**config.mk**
```make
export PLATFORM = sky130hd
export DESIGN_NAME = writeback_stage_flat
export DESIGN_NICKNAME = d
export VERILOG_FILES = /design/src/rtl/writeback_stage_if.sv /design/src/rtl/writeback_stage.sv /design/src/flat_wrapper.sv
export SDC_FILE = /design/constraint.sdc
export NUM_CORES = 1
export LEC_CHECK = 0
export CORE_AREA = 3 3 186 188
export CTS_BUF_LIST = sky130_fd_sc_hd__clkbuf_4 sky130_fd_sc_hd__clkbuf_8
export DETAILED_ROUTE_END_ITERATION = 8
export DIE_AREA = 0 0 189 191
export PLACE_DENSITY = 0.74
export SLEW_MARGIN = 20
export SYNTH_ARGS = -nofsm -noshare
export SYNTH_HDL_FRONTEND = slang
export SYNTH_SLANG_ARGS = --single-unit
```
**constraint.sdc**
```tcl
create_clock -name clk -period 2.95 [get_ports clk]
set_input_delay 0.59 -clock clk [delete_from_list [all_inputs] [get_ports clk]]
set_output_delay 0.59 -clock clk [all_outputs]
set_load 0.03 [all_outputs]
```
**src/rtl/writeback_stage_if.sv**
```systemverilog
// MEM/WB payload type plus the writeback-stage port bundle.
// master = memory-stage / data-memory side, slave = writeback_stage.
package writeback_pkg;
    localparam int WB_PHYS_REG_BITS = 6;
    localparam logic [6:0] OP_LOAD = 7'b0000011;

    typedef struct packed {
        logic                        valid;
        logic [31:0]                 pc;
        logic [6:0]                  opcode;
        logic [2:0]                  funct3;
        logic [4:0]                  dest_arch;
        logic [WB_PHYS_REG_BITS-1:0] dest_phys_new;
        logic [WB_PHYS_REG_BITS-1:0] dest_phys_old;
        logic                        regf_we;
        logic [1:0]                  regfilemux_sel;
        logic [31:0]                 alu_out;
        logic                        br_en;
        logic [31:0]                 u_imm;
        logic [31:0]                 dmem_addr;
        logic [3:0]                  dmem_rmask;
        logic [3:0]                  dmem_wmask;
    } mem_wb_stage_reg_t;
endpackage

interface writeback_stage_if;
    import writeback_pkg::*;

    mem_wb_stage_reg_t             mem_wb;
    logic [31:0]                   dmem_rdata;
    logic                          dmem_resp;
    mem_wb_stage_reg_t             mem_wb_now;
    logic                          freeze_stall;
    logic                          rd_we;
    logic [WB_PHYS_REG_BITS-1:0]   rd_phys;
    logic [31:0]                   rd_v;
    logic                          commit_valid;
    logic [WB_PHYS_REG_BITS-1:0]   free_phys;
    logic                          free_valid;
    logic [63:0]                   commit_order;
    logic                          dmem_timeout;

    modport master (
        output mem_wb, dmem_rdata, dmem_resp,
        input  mem_wb_now, freeze_stall, rd_we, rd_phys, rd_v, commit_valid,
               free_phys, free_valid, commit_order, dmem_timeout
    );

    modport slave (
        input  mem_wb, dmem_rdata, dmem_resp,
        output mem_wb_now, freeze_stall, rd_we, rd_phys, rd_v, commit_valid,
               free_phys, free_valid, commit_order, dmem_timeout
    );
endinterface

```
**src/rtl/writeback_stage.sv**
```systemverilog
// RV32I writeback stage: holds MEM/WB, freezes on outstanding dmem access, retires.
// Optional DMEM_TIMEOUT_EN builds a sticky watchdog on dmem_timeout.
//
// state | meaning
// IDLE  | no data-memory request outstanding for mem_wb_now
// WAIT  | mem_wb_now is a memop whose dmem response has not arrived
module writeback_stage
    import writeback_pkg::*;
#(
    parameter int PHYS_REG_BITS  = WB_PHYS_REG_BITS,
    parameter int TIMEOUT_CYCLES = 1024
) (
    input logic              clk,
    input logic              rst,
    writeback_stage_if.slave wb
);
    typedef enum logic {IDLE, WAIT} state_t;

    state_t            state, state_next;
    mem_wb_stage_reg_t mem_wb_q;
    logic [63:0]       commit_count;
    logic              freeze, commit, write_rd;
    logic [7:0]        ld_byte;
    logic [15:0]       ld_half;
    logic [31:0]       load_v, reg_v, rd_v_c;

    function automatic logic is_memop(mem_wb_stage_reg_t p);
        return p.valid && ((p.dmem_rmask | p.dmem_wmask) != 4'b0000);
    endfunction

    always_ff @(posedge clk) begin
        if (!rst) begin
            state        <= IDLE;
            mem_wb_q     <= '0;
            commit_count <= '0;
        end else begin
            state <= state_next;
            if (!freeze) begin
                mem_wb_q <= wb.mem_wb;
            end
            if (commit) begin
                commit_count <= commit_count + 64'd1;
            end
        end
    end

    // The response cycle already accepts the next payload, so back-to-back memops stay in WAIT.
    always_comb begin
        state_next = state;
        if (!freeze) begin
            state_next = is_memop(wb.mem_wb) ? WAIT : IDLE;
        end
    end

    always_comb begin
        freeze   = (state == WAIT) && !wb.dmem_resp;
        commit   = mem_wb_q.valid && !freeze;
        write_rd = commit && mem_wb_q.regf_we && (mem_wb_q.dest_arch != 5'd0);
    end

    // Load data is consumed straight off the bus in the response cycle; nothing is latched.
    always_comb begin
        ld_byte = wb.dmem_rdata[{mem_wb_q.dmem_addr[1:0], 3'b000} +: 8];
        ld_half = wb.dmem_rdata[{mem_wb_q.dmem_addr[1], 4'b0000} +: 16];
        case (mem_wb_q.funct3)
            3'b000:  load_v = {{24{ld_byte[7]}}, ld_byte};
            3'b100:  load_v = {24'h000000, ld_byte};
            3'b001:  load_v = {{16{ld_half[15]}}, ld_half};
            3'b101:  load_v = {16'h0000, ld_half};
            default: load_v = wb.dmem_rdata;
        endcase
        case (mem_wb_q.regfilemux_sel)
            2'd0:    reg_v = mem_wb_q.alu_out;
            2'd1:    reg_v = {31'd0, mem_wb_q.br_en};
            2'd2:    reg_v = mem_wb_q.u_imm;
            default: reg_v = mem_wb_q.pc + 32'd4;
        endcase
        rd_v_c = (mem_wb_q.opcode == OP_LOAD) ? load_v : reg_v;
    end

    assign wb.mem_wb_now   = mem_wb_q;
    assign wb.freeze_stall = freeze;
    assign wb.rd_we        = write_rd;
    assign wb.rd_phys      = mem_wb_q.dest_phys_new[PHYS_REG_BITS-1:0];
    assign wb.rd_v         = rd_v_c;
    assign wb.commit_valid = commit;
    assign wb.free_phys    = mem_wb_q.dest_phys_old[PHYS_REG_BITS-1:0];
    assign wb.free_valid   = write_rd;
    assign wb.commit_order = commit_count;

`ifdef DMEM_TIMEOUT_EN
    localparam logic [31:0] TIMEOUT_LIMIT = 32'(TIMEOUT_CYCLES);

    logic [31:0] wait_count;
    logic        timeout_q;

    always_ff @(posedge clk) begin
        if (!rst) begin
            wait_count <= '0;
            timeout_q  <= 1'b0;
        end else if (!freeze && state_next == WAIT) begin
            wait_count <= '0;
        end else if (freeze) begin
            wait_count <= wait_count + 32'd1;
            if (wait_count + 32'd1 == TIMEOUT_LIMIT) begin
                timeout_q <= 1'b1;
            end
        end
    end

    assign wb.dmem_timeout = timeout_q;
`else
    // Watchdog not built; the limit parameter is kept so both builds share one interface.
    if (TIMEOUT_CYCLES >= 0) begin : g_no_watchdog
        assign wb.dmem_timeout = 1'b0;
    end
`endif
endmodule

```
**src/flat_wrapper.sv**
```systemverilog
// flat-port wrapper written by rule: the top's interface ports become plain ports
module writeback_stage_flat import writeback_pkg::*;
#(
    parameter int PHYS_REG_BITS  = WB_PHYS_REG_BITS,
    parameter int TIMEOUT_CYCLES = 1024
)
  (clk, rst, wb_mem_wb, wb_dmem_rdata, wb_dmem_resp, wb_mem_wb_now, wb_freeze_stall, wb_rd_we, wb_rd_phys, wb_rd_v, wb_commit_valid, wb_free_phys, wb_free_valid, wb_commit_order, wb_dmem_timeout);
  writeback_stage_if wb_i ();
  input logic clk;
  input logic rst;
  input wire logic [$bits(wb_i.mem_wb)-1:0] wb_mem_wb;
  input wire logic [$bits(wb_i.dmem_rdata)-1:0] wb_dmem_rdata;
  input wire logic [$bits(wb_i.dmem_resp)-1:0] wb_dmem_resp;
  output wire logic [$bits(wb_i.mem_wb_now)-1:0] wb_mem_wb_now;
  output wire logic [$bits(wb_i.freeze_stall)-1:0] wb_freeze_stall;
  output wire logic [$bits(wb_i.rd_we)-1:0] wb_rd_we;
  output wire logic [$bits(wb_i.rd_phys)-1:0] wb_rd_phys;
  output wire logic [$bits(wb_i.rd_v)-1:0] wb_rd_v;
  output wire logic [$bits(wb_i.commit_valid)-1:0] wb_commit_valid;
  output wire logic [$bits(wb_i.free_phys)-1:0] wb_free_phys;
  output wire logic [$bits(wb_i.free_valid)-1:0] wb_free_valid;
  output wire logic [$bits(wb_i.commit_order)-1:0] wb_commit_order;
  output wire logic [$bits(wb_i.dmem_timeout)-1:0] wb_dmem_timeout;
  assign wb_i.mem_wb = wb_mem_wb;
  assign wb_i.dmem_rdata = wb_dmem_rdata;
  assign wb_i.dmem_resp = wb_dmem_resp;
  assign wb_mem_wb_now = wb_i.mem_wb_now;
  assign wb_freeze_stall = wb_i.freeze_stall;
  assign wb_rd_we = wb_i.rd_we;
  assign wb_rd_phys = wb_i.rd_phys;
  assign wb_rd_v = wb_i.rd_v;
  assign wb_commit_valid = wb_i.commit_valid;
  assign wb_free_phys = wb_i.free_phys;
  assign wb_free_valid = wb_i.free_valid;
  assign wb_commit_order = wb_i.commit_order;
  assign wb_dmem_timeout = wb_i.dmem_timeout;
  writeback_stage #(.PHYS_REG_BITS(PHYS_REG_BITS), .TIMEOUT_CYCLES(TIMEOUT_CYCLES)) u_core (.clk(clk), .rst(rst), .wb(wb_i));
endmodule
```
==> flow_summary.json, run 1 <==
{
  "dieWidth_um": 189,
  "power_density_nw_per_um2": 460,
  "initial_core_util": 0.344,
  "cts_sinks": 233,
  "drtAntennaViolNets": 0,
  "grt_max_degree": 102,
  "placementRows": 67,
  "slew_headroom": 0.411,
  "grt_pass1_wl_um": 73500,
  "synth_top_family_by_area": "simple AND/OR/NAND/NOR gates",
  "synth-xor-area-share": 0.0536,
  "postSynth.asyncResetShare": 0,
  "drcViolationCount": 0,
  "grt_overflow_total": 0,
  "synth_ff_type": "dfxtp_1",
  "ys_seq_area_frac": 0.408,
  "path_class": "reg -> out",
  "synth.avg_cell_area_sq_um": 7.85,
  "period_needed_ns": 3.12,
  "setup.worst_path.end_class": "output port",
  "drt_first_pass_iters": 6,
  "die_area_sq_um": 36100,
  "finalPower_mw": 8.68,
  "synth.mux.area_fraction": 0.0342,
  "cts_buffers": 43,
  "syn_to_final_growth_pct": 64.9,
  "met3_usage": 0.0635,
  "period_share": 1.06,
  "grtUsageMet2": 0.441,
  "dr.first_iter.drc_count": 724,
  "synth_area_leaders": "dfxtp_1 (41%), nand2_1 (14%), a21boi_0 (12%), xor2_1 (2.9%), clkbuf_1 (2.8%)",
  "vias": 12704,
  "root_buffer": "clkbuf_8",
  "grt_use_total": 0.258,
  "synth_compound_area_frac": 0.188,
  "gp_congestion": 0.949,
  "synth_top_cell_area_share": 0.408,
  "grt_pass1_vias": 12462,
  "synth_top_cell_by_area": "dfxtp_1",
  "layout-drive-gt1-share": 0.163,
  "r2r.worst_path.cells": 6,
  "drt_wl_total_um": 50100,
  "grt_antenna_before_repair": 6,
  "synth_fp_nets": 1661,
  "io_pins": 484,
  "min_path_type": "reg -> reg",
  "coreArea_sq_um": 33300,
  "ctsHoldBuffers": 0,
  "synth-edff-count": 0,
  "slew_viol_final": 0,
  "synthTopCellsByCount": "nand2_1 (421), dfxtp_1 (233), a21boi_0 (178), clkbuf_1 (86), a21oi_1 (56)",
  "tightestPinTransition_ns": 0.884,
  "synth_simple_gate_area_frac": 0.265,
  "yosys.cell_types.count": 52,
  "nets": 2174,
  "cp.arrival_ns": 2.53,
  "use_met1": 0.312,
  "synth_fa_ha_area_frac": 0.00219,
  "rsz0062_at_grt": "yes",
  "violations": "setup timing",
  "port_buffers": 482,
  "synth_most_common_cell": "nand2_1",
  "gr-max-usage-layer": "met2",
  "worst_skew_pair.late_latency_ns": 0.56,
  "worstSetupStartpointType": "flop",
  "clockBufferDepth": 3,
  "p_leak_nw": 7.39,
  "final-hold-violation-count": 0,
  "status": "finished, violations left",
  "die_height_um": 191,
  "timing.fmax_mhz": 320,
  "clock_skew_ns": 0.0286,
  "critPathRequiredTime_ns": 2.36,
  "hold_depth": 2,
  "synth_area_sq_um": 11400,
  "syn_inst": 1456,
  "clkTransAtPathRegs_ns": 0.06,
  "postLayoutSetupSlackWorst_ns": -0.171,
  "fin_area_sq_um": 18900,
  "cap_violations": 0,
  "ys.warnings.count": 0,
  "crit_fanout": 6,
  "ys_ff_latch": 233,
  "place_area_sq_um": 16800,
  "dp_hpwl_um": 36300,
  "htree_levels": 2,
  "cts_tree": "built",
  "wl_per_cell_um": 20.4,
  "setup-violations-final": 13,
  "viasPerCell": 5.18,
  "vdd_drop_max_mv": 0.333
}
report_power, final:
| group | switching, mW | leakage (nW) | internal, mW |
|---|---|---|---|
| sequential | 0.144 | 1.93 | 3.30 |
| combinational | 1.05 | 4.97 | 0.888 |
| clock | 1.44 | 0.486 | 1.86 |
| total | 2.63 | 7.39 | 6.04 |
cell type report:
cell class / count / area (sq um)
clock inverter: 8 / 57.6
timing repair buffer: 577 / 5760
fill: 3026 / 14400
inverter: 24 / 97.6
tap: 448 / 561
multi-input combinational: 1090 / 6770
sequential: 233 / 4730
antenna: 4 / 10.0
clock buffer: 68 / 861
worst max-delay path, stage by stage (launching register included):
cell,delay (ns)
dfxtp_4,0.39
buf_6,0.13
nor2b_4,0.14
buf_6,0.12
and2_4,0.14
a222oi_1,0.60
buf_4,0.24
a21oi_4,0.05
buf_6,0.16
cells in the final DEF (no fill, tap or decap), types with 5 or more instances in the layout:
master           count
nand2_1            420
and2_1              41
mux2i_1             28
a21boi_0           178
nor4_1              15
a22oi_1             10
a221oi_1             5
nor4_4               7
nand4_1             23
nand2b_1             5
clkbuf_8            56
nor3_2               5
clkbuf_4            12
nand3_1             36
inv_1               22
buf_4               83
a21oi_1             31
or3_1               12
xor2_1              35
dfxtp_4             15
buf_12              14
dfxtp_1            211
nor3_1              13
nor2b_1              5
clkdlybuf4s50_1    443
dfxtp_2              7
nor3_4               6
nor2_1              27
buf_6               32
xnor2_1             28
o21ai_0             50
a21oi_2             21
logic make-up (layout without fill, tap and decap cells):
family	count (synthesis)	in the layout
buf+inv	133	677
compound gates	320	320
simple gates	662	662
fa+ha+maj	2	2
flops	233	233
xor+xnor	70	70
mux	35	35
other cells	1	5
routing by layer:
metal	share of wire	vias up	wire, um
li1	-	5962	-
met1	0.40	6100	20000
met2	0.48	526	24200
met3	0.075	112	3760
met4	0.043	4	2150
met5	0.00046	-	23
final timing paths:
kind / startpoint / to / slack (ns)
min reg2reg: u_core.wb.mem_wb_now[30]$_SDFFE_PN0N_ / u_core.wb.mem_wb_now[30]$_SDFFE_PN0N_ / 0.46
max: u_core.wb.mem_wb_now[9]$_SDFFE_PN0N_ / wb_rd_v[1] / -0.17
max reg2reg: u_core.wb.commit_order[4]$_SDFFE_PN0N_ / u_core.wb.commit_order[62]$_SDFFE_PN0N_ / 0.54
min: u_core.wb.mem_wb_now[30]$_SDFFE_PN0N_ / u_core.wb.mem_wb_now[30]$_SDFFE_PN0N_ / 0.46
sequential cells by signal, indices dropped and copies added, names as in the netlist:
name	cells
u_core.wb.mem_wb_now	156
u_core.wb.commit_order	64
u_core.wb.free_phys	6
u_core.state	1
u_core.wb.rd_phys	6
metrics by stage:
step | hold slack (ns) | util | setup TNS, ns | instances | worst slack (ns)
2_1_floorplan | 0.546 | - | 0 | 1456 | 0.00670
3_3_place_gp | 0.447 | 0.506 | -0.664 | 2333 | -0.332
3_5_place_dp | 0.458 | 0.506 | -0.551 | 2333 | -0.315
4_1_cts | 0.425 | 0.550 | -0.829 | 2431 | -0.106
5_1_grt | 0.455 | 0.566 | -2.38 | 2451 | -0.247
6_report | 0.462 | 0.566 | -0.545 | 2452 | -0.171
timing repair:
item	in CTS	in global routing
pin swaps	32	34
gates resized for setup	108	85
gates cloned	1	1
endpoints found under the setup margin	31	31
buffers inserted	21	19
(Power assumes the default switching activity.)
==> run 2: changes to the inputs <==
- CORE_AREA: 3 3 186 188 -> 3 3 218 220
- DIE_AREA: 0 0 189 191 -> 0 0 221 223
- PLACE_DENSITY: 0.74 -> 0.59
==> flow_summary.json, run 2 (synthesis results as in run 1) <==
{
  "crit_fanout": 7,
  "hold_depth": 2,
  "worstSetupStartpointType": "flop",
  "timing.fmax_mhz": 317,
  "r2r-start": "u_core.wb.commit_order[0]$_SDFFE_PN0N_",
  "worstReg2RegEnd": "u_core.wb.commit_order[26]$_SDFFE_PN0N_",
  "htree_levels": 2,
  "die_area_sq_um": 49300,
  "largest_register_ff_count": 156,
  "gp_congestion": 0.940,
  "postLayoutSetupSlackWorst_ns": -0.207,
  "grt_antenna_before_repair": 5,
  "drcViolationCount": 0,
  "layout-drive-gt1-share": 0.177,
  "placementRows": 78,
  "grt_max_degree": 94,
  "path_cells": "ha_4 > nand3_4 > or3_4 > buf_12 > nor4_4 > xor2_2 > a21oi_2 > a21oi_2 > buf_6",
  "syn_to_final_growth_pct": 67.8,
  "nets": 2201,
  "tightestPinTransition_ns": 0.991,
  "viasPerCell": 4.75,
  "clock_skew_ns": 0.0319,
  "max_stage_delay_ns": 0.37,
  "grt_pass1_wl_um": 76000,
  "ctsHoldBuffers": 0,
  "grt_overflow_total": 0,
  "io_pins": 484,
  "min_path_type": "reg -> reg",
  "grt_use_total": 0.196,
  "r2r.worst_path.cells": 7,
  "setup-violations-final": 21,
  "worst_skew_pair.late_latency_ns": 0.59,
  "crit_family": "simple AND/OR/NAND/NOR gates",
  "critPathBufInv": 2,
  "crit_top_cell": "a21oi_2",
  "cts_buffers": 45,
  "die_height_um": 223,
  "slew_headroom": 0.340,
  "clkTransAtPathRegs_ns": 0.06,
  "final-hold-violation-count": 0,
  "drt_first_pass_iters": 8,
  "root_buffer": "clkbuf_8",
  "coreArea_sq_um": 45500,
  "port_buffers": 482,
  "wl_per_cell_um": 19.7,
  "vdd_drop_max_mv": 0.348,
  "dp_hpwl_um": 38200,
  "fillers": 4589,
  "cp.depth": 9,
  "fin_area_sq_um": 19200,
  "violations": "setup timing",
  "initial_core_util": 0.251,
  "hold_end": "u_core.wb.mem_wb_now[5]$_SDFFE_PN0N_",
  "rsz0062_at_grt": "yes",
  "min_from": "u_core.wb.mem_wb_now[5]$_SDFFE_PN0N_",
  "grt_pass1_vias": 12430,
  "setup.worst_path.end_class": "output port",
  "slew_viol_final": 0,
  "cap_violations": 0,
  "place_area_sq_um": 17200,
  "dr.first_iter.drc_count": 851,
  "cts_tree": "built",
  "drtAntennaViolNets": 0,
  "final_common_cell": "clkdlybuf4s50_1",
  "vias": 12466,
  "critPathRequiredTime_ns": 2.36,
  "finalPower_mw": 8.63,
  "period_needed_ns": 3.16,
  "dieWidth_um": 221,
  "path_class": "reg -> out",
  "cp.arrival_ns": 2.57,
  "layout_common_cells": "clkdlybuf4s50_1 (444), nand2_1 (420), dfxtp_1 (214), a21boi_0 (178), buf_4 (114)",
  "period_share": 1.07,
  "cts_sinks": 233,
  "power_density_nw_per_um2": 449,
  "cpMaxStageDelayCell": "or3_4",
  "status": "finished, violations left",
  "drt_wl_total_um": 51600,
  "p_leak_nw": 7.55,
  "clockBufferDepth": 3,
  "reg2reg_slack_ns": 0.69
}
==> run 2: cell types whose count changed in the layout (fill, tap and decap cells not counted), moves of 3 or more <==
| cell | change |
|---|---|
| a221oi_1 | -3 |
| a21oi_1 | -5 |
| a221oi_2 | +3 |
| a21oi_2 | +9 |
| dfxtp_4 | -9 |
| buf_12 | -3 |
| a21oi_4 | -4 |
| buf_6 | -6 |
| xor2_2 | +6 |
| buf_4 | +31 |
| xor2_1 | -6 |
| dfxtp_2 | +6 |
| dfxtp_1 | +3 |
==> run 2: worst reg2reg max path: cells and delay by family (launching register included) <==
kind                     cells  cell delay [ns]
adder cells (fa/ha/maj)      1             0.20
buffers and inverters        1             0.17
AO/OA/AOI/OAI                1             0.16
flip-flops                   1             0.41
AND/OR/NAND/NOR              4             1.22
==> run 2: cell type report <==
class	instances	area [sq um]	share of cell area
Timing Repair Buffer	602	5910	0.308
Tap cell	600	751	0.0391
Multi-Input combinational cell	1090	6830	0.356
Inverter	24	95.1	0.00496
Clock buffer	69	862	0.0449
Clock inverter	5	35.0	0.00183
Antenna cell	2	5.00	0.000261
Sequential cell	233	4700	0.245
==> run 2: power by group <==
part / internal (mW) / total [mW] / switching, mW
combinational: 0.880 / 1.92 / 1.04
clock: 1.85 / 3.26 / 1.42
sequential: 3.30 / 3.44 / 0.141
total: 6.03 / 8.63 / 2.60
==> run 2: worst max path at each step <==
stage	slack, ns	to	start
after floorplan	0.007	wb_rd_v[28]	u_core.wb.mem_wb_now[138]$_SDFFE_PN0N_
after global placement	-0.45	wb_rd_v[10]	wb_dmem_rdata[31]
after detailed placement	-0.42	wb_rd_v[10]	wb_dmem_rdata[31]
after CTS	-0.31	wb_rd_v[30]	u_core.wb.mem_wb_now[137]$_SDFFE_PN0N_
after global routing	-0.37	wb_rd_v[22]	u_core.wb.mem_wb_now[138]$_SDFFE_PN0N_
final	-0.21	wb_rd_v[28]	u_core.wb.mem_wb_now[137]$_SDFFE_PN0N_
==> run 2: per-layer routing <==
layer / routed length (um) / part of all wire / vias to the layer above / GRT usage
met5: 10 / 0.00019 / - / 0
met4: 2240 / 0.043 / 2 / 0.0897
met3: 3270 / 0.063 / 109 / 0.0468
met2: 24900 / 0.48 / 455 / 0.336
met1: 21200 / 0.41 / 5901 / 0.233
li1: - / - / 5999 / -
==> run 2: through the flow <==
step                instances  utilization  setup slack, ns  hold WS (ns)  TNS (ns)
floorplan                1456            -          0.00670         0.546         0
global placement         2511        0.379           -0.453         0.447     -3.56
detailed placement       2511        0.379           -0.423         0.456     -3.40
CTS                      2608        0.412           -0.312         0.462     -4.33
global route             2625        0.422           -0.367         0.485     -5.78
finish                   2625        0.422           -0.207         0.457     -2.89
==> run 2: repair_timing <==
action	4_1_cts	5_1_grt
gates resized for setup	168	66
endpoints found under the hold margin	0	0
endpoints found under the setup margin	31	30
setup buffers	23	14
pin swaps	37	34
cloned	0	2
